**src/rtl/mem_bus_target.sv**
```systemverilog
`default_nettype none
// ============================================================================
//  Module   : mem_bus_target
//  Purpose  : Memory-side endpoint of the CPU byte-serial handshake bus.
//             Collects address-low, address-high and data bytes, then issues a
//             single parallel read or write on a variable-latency memory port.
//  Revision : 1.0  initial release
// ============================================================================
module mem_bus_target #(
    parameter int SYNC_STAGES = 2    // legal values: 2 or 3
) (
    input  logic        clk,
    input  logic        rst_n,
    input  logic        req_i,
    input  logic        wr_i,
    input  logic        rd_i,
    input  logic [7:0]  bus_i,
    output logic [7:0]  bus_o,
    output logic        bus_oe_o,
    output logic        ack_o,
    output logic [15:0] mem_addr_o,
    output logic [7:0]  mem_wdata_o,
    output logic        mem_we_o,
    output logic        mem_re_o,
    input  logic [7:0]  mem_rdata_i,
    input  logic        mem_ready_i,
    output logic        err_o
);

    typedef enum logic [2:0] {
        A_LO_WAIT = 3'd0,
        A_LO_ACK  = 3'd1,
        A_HI_WAIT = 3'd2,
        A_HI_ACK  = 3'd3,
        D_WAIT    = 3'd4,
        D_WRITE   = 3'd5,
        D_READ    = 3'd6,
        D_ACK     = 3'd7
    } state_t;

    logic [SYNC_STAGES-1:0] req_sync_q;
    logic [SYNC_STAGES-1:0] rd_sync_q;
    logic [SYNC_STAGES-1:0] wr_sync_q;

    state_t      state_q;
    logic [15:0] addr_q;
    logic [7:0]  wdata_q;
    logic [7:0]  bus_out_q;
    logic        bus_oe_q;
    logic        ack_q;
    logic        we_q;
    logic        re_q;
    logic        err_q;
    logic        req_prev_q;

    logic s_req;
    logic s_rd;
    logic s_wr;
    logic w_req_rise;
    logic w_abort;

    always_ff @(posedge clk or negedge rst_n) begin
        if (!rst_n) begin
            req_sync_q <= '0;
            rd_sync_q  <= '0;
            wr_sync_q  <= '0;
        end else begin
            req_sync_q <= {req_sync_q[SYNC_STAGES-2:0], req_i};
            rd_sync_q  <= {rd_sync_q[SYNC_STAGES-2:0],  rd_i};
            wr_sync_q  <= {wr_sync_q[SYNC_STAGES-2:0],  wr_i};
        end
    end

    assign s_req      = req_sync_q[SYNC_STAGES-1];
    assign s_rd       = rd_sync_q[SYNC_STAGES-1];
    assign s_wr       = wr_sync_q[SYNC_STAGES-1];
    assign w_req_rise = s_req & ~req_prev_q;
    // All strobes low with req low means the CPU has abandoned the transfer.
    assign w_abort    = ~s_req & ~s_rd & ~s_wr;

    always_ff @(posedge clk or negedge rst_n) begin
        if (!rst_n) begin
            state_q    <= A_LO_WAIT;
            addr_q     <= '0;
            wdata_q    <= '0;
            bus_out_q  <= '0;
            bus_oe_q   <= 1'b0;
            ack_q      <= 1'b0;
            we_q       <= 1'b0;
            re_q       <= 1'b0;
            err_q      <= 1'b0;
            req_prev_q <= 1'b0;
        end else begin
            req_prev_q <= s_req;
            if (w_req_rise && s_rd && s_wr) begin
                err_q <= 1'b1;
            end
            case (state_q)
                A_LO_WAIT: begin
                    if (s_req) begin
                        addr_q[7:0] <= bus_i;
                        ack_q       <= 1'b1;
                        state_q     <= A_LO_ACK;
                    end
                end
                A_LO_ACK: begin
                    if (!s_req) begin
                        ack_q   <= 1'b0;
                        state_q <= w_abort ? A_LO_WAIT : A_HI_WAIT;
                    end
                end
                A_HI_WAIT: begin
                    if (w_abort) begin
                        state_q <= A_LO_WAIT;
                    end else if (s_req) begin
                        addr_q[15:8] <= bus_i;
                        ack_q        <= 1'b1;
                        state_q      <= A_HI_ACK;
                    end
                end
                A_HI_ACK: begin
                    if (!s_req) begin
                        ack_q   <= 1'b0;
                        state_q <= w_abort ? A_LO_WAIT : D_WAIT;
                    end
                end
                D_WAIT: begin
                    if (w_abort) begin
                        state_q <= A_LO_WAIT;
                    end else if (s_req) begin
                        // Write wins when both strobes are high.
                        if (s_wr) begin
                            wdata_q <= bus_i;
                            we_q    <= 1'b1;
                            state_q <= D_WRITE;
                        end else if (s_rd) begin
                            re_q    <= 1'b1;
                            state_q <= D_READ;
                        end else begin
                            err_q   <= 1'b1;
                            state_q <= A_LO_WAIT;
                        end
                    end
                end
                D_WRITE: begin
                    if (mem_ready_i) begin
                        we_q <= 1'b0;
                        if (w_abort) begin
                            state_q <= A_LO_WAIT;
                        end else begin
                            ack_q   <= 1'b1;
                            state_q <= D_ACK;
                        end
                    end
                end
                D_READ: begin
                    if (mem_ready_i) begin
                        re_q      <= 1'b0;
                        bus_out_q <= mem_rdata_i;
                        if (w_abort) begin
                            state_q <= A_LO_WAIT;
                        end else begin
                            bus_oe_q <= 1'b1;
                            ack_q    <= 1'b1;
                            state_q  <= D_ACK;
                        end
                    end
                end
                D_ACK: begin
                    if (!s_req) begin
                        ack_q    <= 1'b0;
                        bus_oe_q <= 1'b0;
                        state_q  <= A_LO_WAIT;
                    end
                end
                default: begin
                    ack_q    <= 1'b0;
                    bus_oe_q <= 1'b0;
                    state_q  <= A_LO_WAIT;
                end
            endcase
        end
    end

    assign bus_o       = bus_out_q;
    assign bus_oe_o    = bus_oe_q;
    assign ack_o       = ack_q;
    assign mem_addr_o  = addr_q;
    assign mem_wdata_o = wdata_q;
    assign mem_we_o    = we_q;
    assign mem_re_o    = re_q;
    assign err_o       = err_q;

endmodule
`default_nettype wire

```
**config.mk**
```make
export PLATFORM = sky130hd
export DESIGN_NAME = mem_bus_target
export DESIGN_NICKNAME = d
export VERILOG_FILES = /design/src/rtl/mem_bus_target.sv
export SDC_FILE = /design/constraint.sdc
export NUM_CORES = 1
export LEC_CHECK = 0
export CAP_MARGIN = 20
export CORE_MARGIN = 4
export CORE_UTILIZATION = 50
export DETAILED_ROUTE_END_ITERATION = 8
export GPL_TIMING_DRIVEN = 0
export PLACE_DENSITY = 0.84
export SETUP_SLACK_MARGIN = 0.02
export SLEW_MARGIN = 25
export SYNTH_ARGS = -nofsm -noshare
export SYNTH_HDL_FRONTEND = slang
export SYNTH_SLANG_ARGS = --single-unit
export TNS_END_PERCENT = 30
```
**constraint.sdc**
```tcl
create_clock -name clk -period 4.9 [get_ports clk]
set_clock_uncertainty 0.1 [all_clocks]
set_input_delay 0.98 -clock clk [delete_from_list [all_inputs] [get_ports clk]]
set_output_delay 0.98 -clock clk [all_outputs]
set_load 0.01 [all_outputs]
```
==> results of run 1 <==
==> worst max-delay path: cells and delay by family <==
family                 cells  cell delay (ps)
buffers and inverters      1              550
AOI/OAI and AO/OA          2              470
muxes                      1              310
and+or+nand+nor            1              210
==> report_power, final <==
group / switching [mW] / total (mW) / internal (mW)
Clock: 0.123 / 0.239 / 0.116
Combinational: 0.333 / 0.810 / 0.476
Sequential: 0.0892 / 0.638 / 0.549
Total: 0.546 / 1.69 / 1.14
==> cell families (layout without fill, tap and decap cells) <==
family,Yosys count,after routing,synth area share
flops,47,47,0.599
mux,33,33,0.191
simple gates,30,30,0.0937
compound gates,22,22,0.0778
buf+inv,8,75,0.0280
fa+ha+maj,1,1,0.00574
xor+xnor,1,1,0.00446
==> flip-flops by register name, summed over array words and instances, names as in the netlist, 2 cells and up <==
name and flops:
wr_sync_q 2, state_q 3, bus_o 8, rd_sync_q 2
mem_wdata_o 8, req_sync_q 2, mem_addr_o 16
==> cell type report <==
type | instances | area share
clock buffers | 7 | 0.0318
inverters | 2 | 0.00277
multi-input cells | 87 | 0.270
plain buffers | 6 | 0.0175
well taps | 48 | 0.0221
flip-flops and latches | 47 | 0.433
repair buffers | 59 | 0.219
clock inverters | 1 | 0.00323
==> metrics by stage <==
stage                     cells  power, mW  setup slack, ps   util
final                       257       1.69             2470  0.730
after global routing        257       1.79             2440  0.730
after CTS                   257       1.70             2500  0.730
after detailed placement    249       1.46             2190  0.705
after global placement      248       1.42             1560  0.701
after floorplan             142       1.06             2850      -
==> final timing paths <==
path | start | end | slack (ps) | cells after the start
setup / recovery | mem_ready_i | state_q[0] | 2470 | 5
hold / removal | wr_sync_q[0] | wr_sync_q[1] | 250 | 0
setup reg to reg | state_q[1] | state_q[0] | 3130 | 5
hold reg to reg | wr_sync_q[0] | wr_sync_q[1] | 250 | 0
max in group asynchronous | rst_n | mem_addr_o[1] | 3720 | 2
min in group asynchronous | rst_n | state_q[0] | 490 | 1
==> routing by layer <==
layer / part of all wire / vias up
met5: 0 / -
met4: 0.012 / 0
met3: 0.10 / 5
met2: 0.49 / 64
met1: 0.39 / 672
li1: - / 634
==> cells in the final DEF, fill, tap and decap left out, types with 2 or more instances in the layout <==
cell type         n
dfrtp_1          47
buf_2             3
a31oi_1           3
a21oi_1           6
o22ai_1           2
mux2_2           31
nand2b_1          4
o21a_1            2
nor2_1            4
nor3_4            2
nand2_1          10
clkdlybuf4s50_1  57
o21ai_0           2
clkbuf_8          6
buf_4             3
and2b_1           2
nor2b_1           2
inv_1             2
==> run summary, run 1 <==
Post-synth ARST share: 1.00
Final min period: 2430 ps
CP max stage delay: 550 ps
Fillers: 251
most numerous cell in the Yosys netlist: dfrtp_1
die width: 70.7 um
synthesized net count: 164
syn avg cell area: 13.8 um^2
per-cell routed wire length: 16.2 um
critical path type: in -> reg
final hold vios: 0
#FFs+latches synth: 47
I/O pin count: 59
crit path DAT: 2520 ps
dominant synthesized flop cell: dfrtp_1
Worst slew margin: 0.693
Cells after Synth: 142
met3 usage: 0.0767
gr busiest metal: met2
Area contributors post-synth: dfrtp_1 60%, mux2_2 18%, nand2_1 1.9%, nor3_4 1.7%, a21oi_1 1.5%
routed via count: 1375
CTS tree: built
Post-Route WL: 4180 um
Iter 0 DRT Violations: 88
Ys Warns: 0
TNS Setup: 0 ps
crit share post-route: 0.495
dpl hpwl: 3180 um
Yosys top cell by area: dfrtp_1
row count: 22
die area: 4990 um^2
critical path endpoint category: register
Post-DRT Antenna Nets: 0
EDFF count, synth: 0
Core Box Area: 3720 um^2
area of the multi-input gates: 732 um^2
Reg area: 1180 um^2
Post-CTS Resized: 0
met1 Usage GRT: 0.216
Slew Limit Fails: 0
Syn Std Cell Area: 1960 um^2
Pre-antenna DRT Iters: 4
final setup violation count: 0
number of port buffers: 58
largest net degree at the start of global routing: 32
Clock Path Buffers: 2
met2 Use GR: 0.300
Tot GR Track Use: 0.180
Antenna diodes: 0
Sink Count: 47
vias per cell: 5.35
Synth top area share: 0.599
Pleak: 1.15 nW
number of max-cap violations: 0
die height: 70.7 um
CP required: 4990 ps
H-tree Lvls: 2
cts hold-fix bufs: 0
cells along the critical path: clkdlybuf4s50_1 -> and2b_1 -> a32oi_2 -> o31a_1 -> mux2_4
power density over cell area: 621 nW/um^2
outcome: completed
Unique masters post-synth: 34
Initial Util: 0.528
FMAX: 412 MHz
initial antenna violation count: 0
RSZ-0062 raised after global routing: no
clk_lat worst skew: 300 ps
Worst setup SP type: input port
first-pass GRT wire length: 7060 um
Worst Hold Class: reg -> reg
clock root cell: clkbuf_8
Tightest Pin Transition: 459 ps
Final GP Congestion: 0.882
Layout area overhead: 38.2%
drc violations: 0
VDD IR max: 0.367 mV
sequential share of the synthesized area: 0.599
setup bufs post-CTS: 0
CTS Buf Count: 5
Synth top cells by count: 47 x dfrtp_1, 31 x mux2_2, 10 x nand2_1, 6 x a21oi_1
fin area: 2710 um^2
Final Hold Slack: 251 ps
worst-path fanout max: 4
ratio of cells with drive above 1 in the final layout: 0.268
Nets: 230
GR Overflow Total: 0
vias in the first global route: 1507
placed cell area: 2620 um^2
critical path's slowest cell: clkdlybuf4s50_1
clock-pin slew on the worst setup and hold paths: 80 ps
Power figures use the tool's default switching activity.
==> run 2: changes to the inputs <==
--- a/config.mk
+++ b/config.mk
@@ -7,10 +7,10 @@
 export LEC_CHECK = 0
 export CAP_MARGIN = 20
 export CORE_MARGIN = 4
-export CORE_UTILIZATION = 50
+export CORE_UTILIZATION = 46
 export DETAILED_ROUTE_END_ITERATION = 8
 export GPL_TIMING_DRIVEN = 0
-export PLACE_DENSITY = 0.84
+export PLACE_DENSITY = 0.78
 export SETUP_SLACK_MARGIN = 0.02
 export SLEW_MARGIN = 25
 export SYNTH_ARGS = -nofsm -noshare
==> constraint.sdc (replaced) <==
create_clock -name clk -period 2.5 [get_ports clk]
set_clock_uncertainty 0.1 [all_clocks]
set_input_delay 0.5 -clock clk [delete_from_list [all_inputs] [get_ports clk]]
set_output_delay 0.5 -clock clk [all_outputs]
set_load 0.01 [all_outputs]
==> run 2 against run 1 <==
Against the previous run:
- cell count increased by 0.78%
- clock power is 81% higher
- highest routed layer unchanged
- register-to-register slack lost 2400 ps
- largest power group unchanged
- first-iteration DRC count grew 22%
- global-route usage is 1.2 points lower
- die area grew 7.7%
- setup slack lost 1900 ps
==> run summary, run 2 (synthesized netlist as in run 1, its figures left out) <==
routed via count: 1353
Worst Hold Class: in -> async
Cells after DPL: 251
die width: 73.3 um
ratio of cells with drive above 1 in the final layout: 0.263
pre-CTS setup slack: 277 ps
dpl hpwl: 3020 um
largest net degree at the start of global routing: 29
worst-path fanout max: 4
Post-CTS Resized: 0
Post-DRT Antenna Nets: 0
vias per cell: 5.22
Slew Limit Fails: 0
CTS Buf Count: 5
Tightest Pin Transition: 459 ps
clock-pin slew on the worst setup and hold paths: 80 ps
CTS tree: built
Tot GR Track Use: 0.167
Top delay family on crit path: buffers and inverters
drc violations: 0
critical path endpoint category: register
final hold vios: 0
critical path type: in -> reg
RSZ-0062 raised after global routing: no
Final min period: 1920 ps
Initial Util: 0.484
Sink Count: 47
row count: 23
outcome: completed
GR Overflow Total: 0
Core Box Area: 4060 um^2
Worst setup SP type: input port
crit path DAT: 2000 ps
Iter 0 DRT Violations: 107
number of port buffers: 58
setup bufs post-CTS: 0
clk_lat worst skew: 290 ps
Fillers: 286
cts hold-fix bufs: 0
die height: 73.3 um
final worst setup slack: 580 ps
vias in the first global route: 1429
H-tree Lvls: 2
Antenna diodes: 0
fin cells: 259
clock root cell: clkbuf_8
FMAX: 521 MHz
CP max stage delay: 540 ps
most frequent cells in the layout: 57 x clkdlybuf4s50_1, 47 x dfrtp_1, 31 x mux2_2
max reg flops: 16
number of max-cap violations: 0
cells along the critical path: clkdlybuf4s50_1 -> and2b_1 -> a32oi_2 -> o31a_1 -> mux2_4
critical path's slowest cell: clkdlybuf4s50_1
initial antenna violation count: 0
die area: 5380 um^2
Pre-antenna DRT Iters: 4
CP required: 2580 ps
crit share post-route: 0.768
Worst slew margin: 0.693
first-pass GRT wire length: 6770 um
Post-Route WL: 4080 um
leading cell type in the layout, fill and taps excluded: clkdlybuf4s50_1
Layout area overhead: 37.7%
Pleak: 1.14 nW
VDD IR max: 0.636 mV
I/O pin count: 59
Buf/Inv on CP: 1
power density over cell area: 1200 nW/um^2
Clock Path Buffers: 2
Nets: 230
Final GP Congestion: 0.847
per-cell routed wire length: 15.7 um
final setup violation count: 0
-- run 2: cell counts in the layout (fill, tap and decap cells not counted) --
Identical to the previous run, type by type.
-- run 2: where the power goes --
| group | leakage [nW] | total [mW] | internal, mW | switching, mW |
|---|---|---|---|---|
| combinational | 0.540 | 1.57 | 0.933 | 0.639 |
| sequential | 0.561 | 1.25 | 1.07 | 0.175 |
| clock | 0.0422 | 0.433 | 0.197 | 0.237 |
| total | 1.14 | 3.25 | 2.20 | 1.05 |
-- run 2: stage by stage --
step / cell area (um^2) / utilization / total power [mW] / hold slack (ps) / setup TNS [ps]
finish: 2700 / 0.666 / 3.25 / 38.7 / 0
global route: 2700 / 0.666 / 3.46 / 60.5 / 0
CTS: 2700 / 0.666 / 3.30 / 38.9 / 0
detailed placement: 2620 / 0.646 / 2.85 / 236 / 0
global placement: 2610 / 0.642 / 2.79 / 234 / -16170
floorplan: 1960 / - / 2.07 / 104 / 0
-- run 2: final timing paths --
kind | startpoint | cells after the start | slack [ps] | end
worst max-delay path | mem_ready_i | 5 | 580 | state_q[0]
worst min-delay path | rst_n | 1 | 40 | state_q[0]
worst max register to register | state_q[1] | 5 | 720 | state_q[0]
worst min register to register | rd_sync_q[0] | 0 | 250 | rd_sync_q[1]
max in group asynchronous | rst_n | 2 | 1760 | mem_addr_o[6]
min in group clk | rd_sync_q[0] | 0 | 250 | rd_sync_q[1]
-- run 2: area by class of cell --
cell class | count | area (um^2) | area share
clock inverter | 1 | 5.00 | 0.00185
clock buffer | 7 | 76.3 | 0.0282
timing repair buffer | 59 | 596 | 0.220
multi-input combinational | 87 | 732 | 0.271
buffer | 6 | 47.5 | 0.0176
tap | 50 | 62.6 | 0.0231
inverter | 2 | 7.51 | 0.00278
sequential | 47 | 1180 | 0.435
-- run 2: layer usage --
| layer | GRT usage | share of wire | vias to the layer above |
|---|---|---|---|
| li1 | - | - | 632 |
| met1 | 0.197 | 0.41 | 673 |
| met2 | 0.266 | 0.48 | 44 |
| met3 | 0.0780 | 0.095 | 4 |
| met4 | 0.0664 | 0.0093 | 0 |
| met5 | 0 | 0 | - |
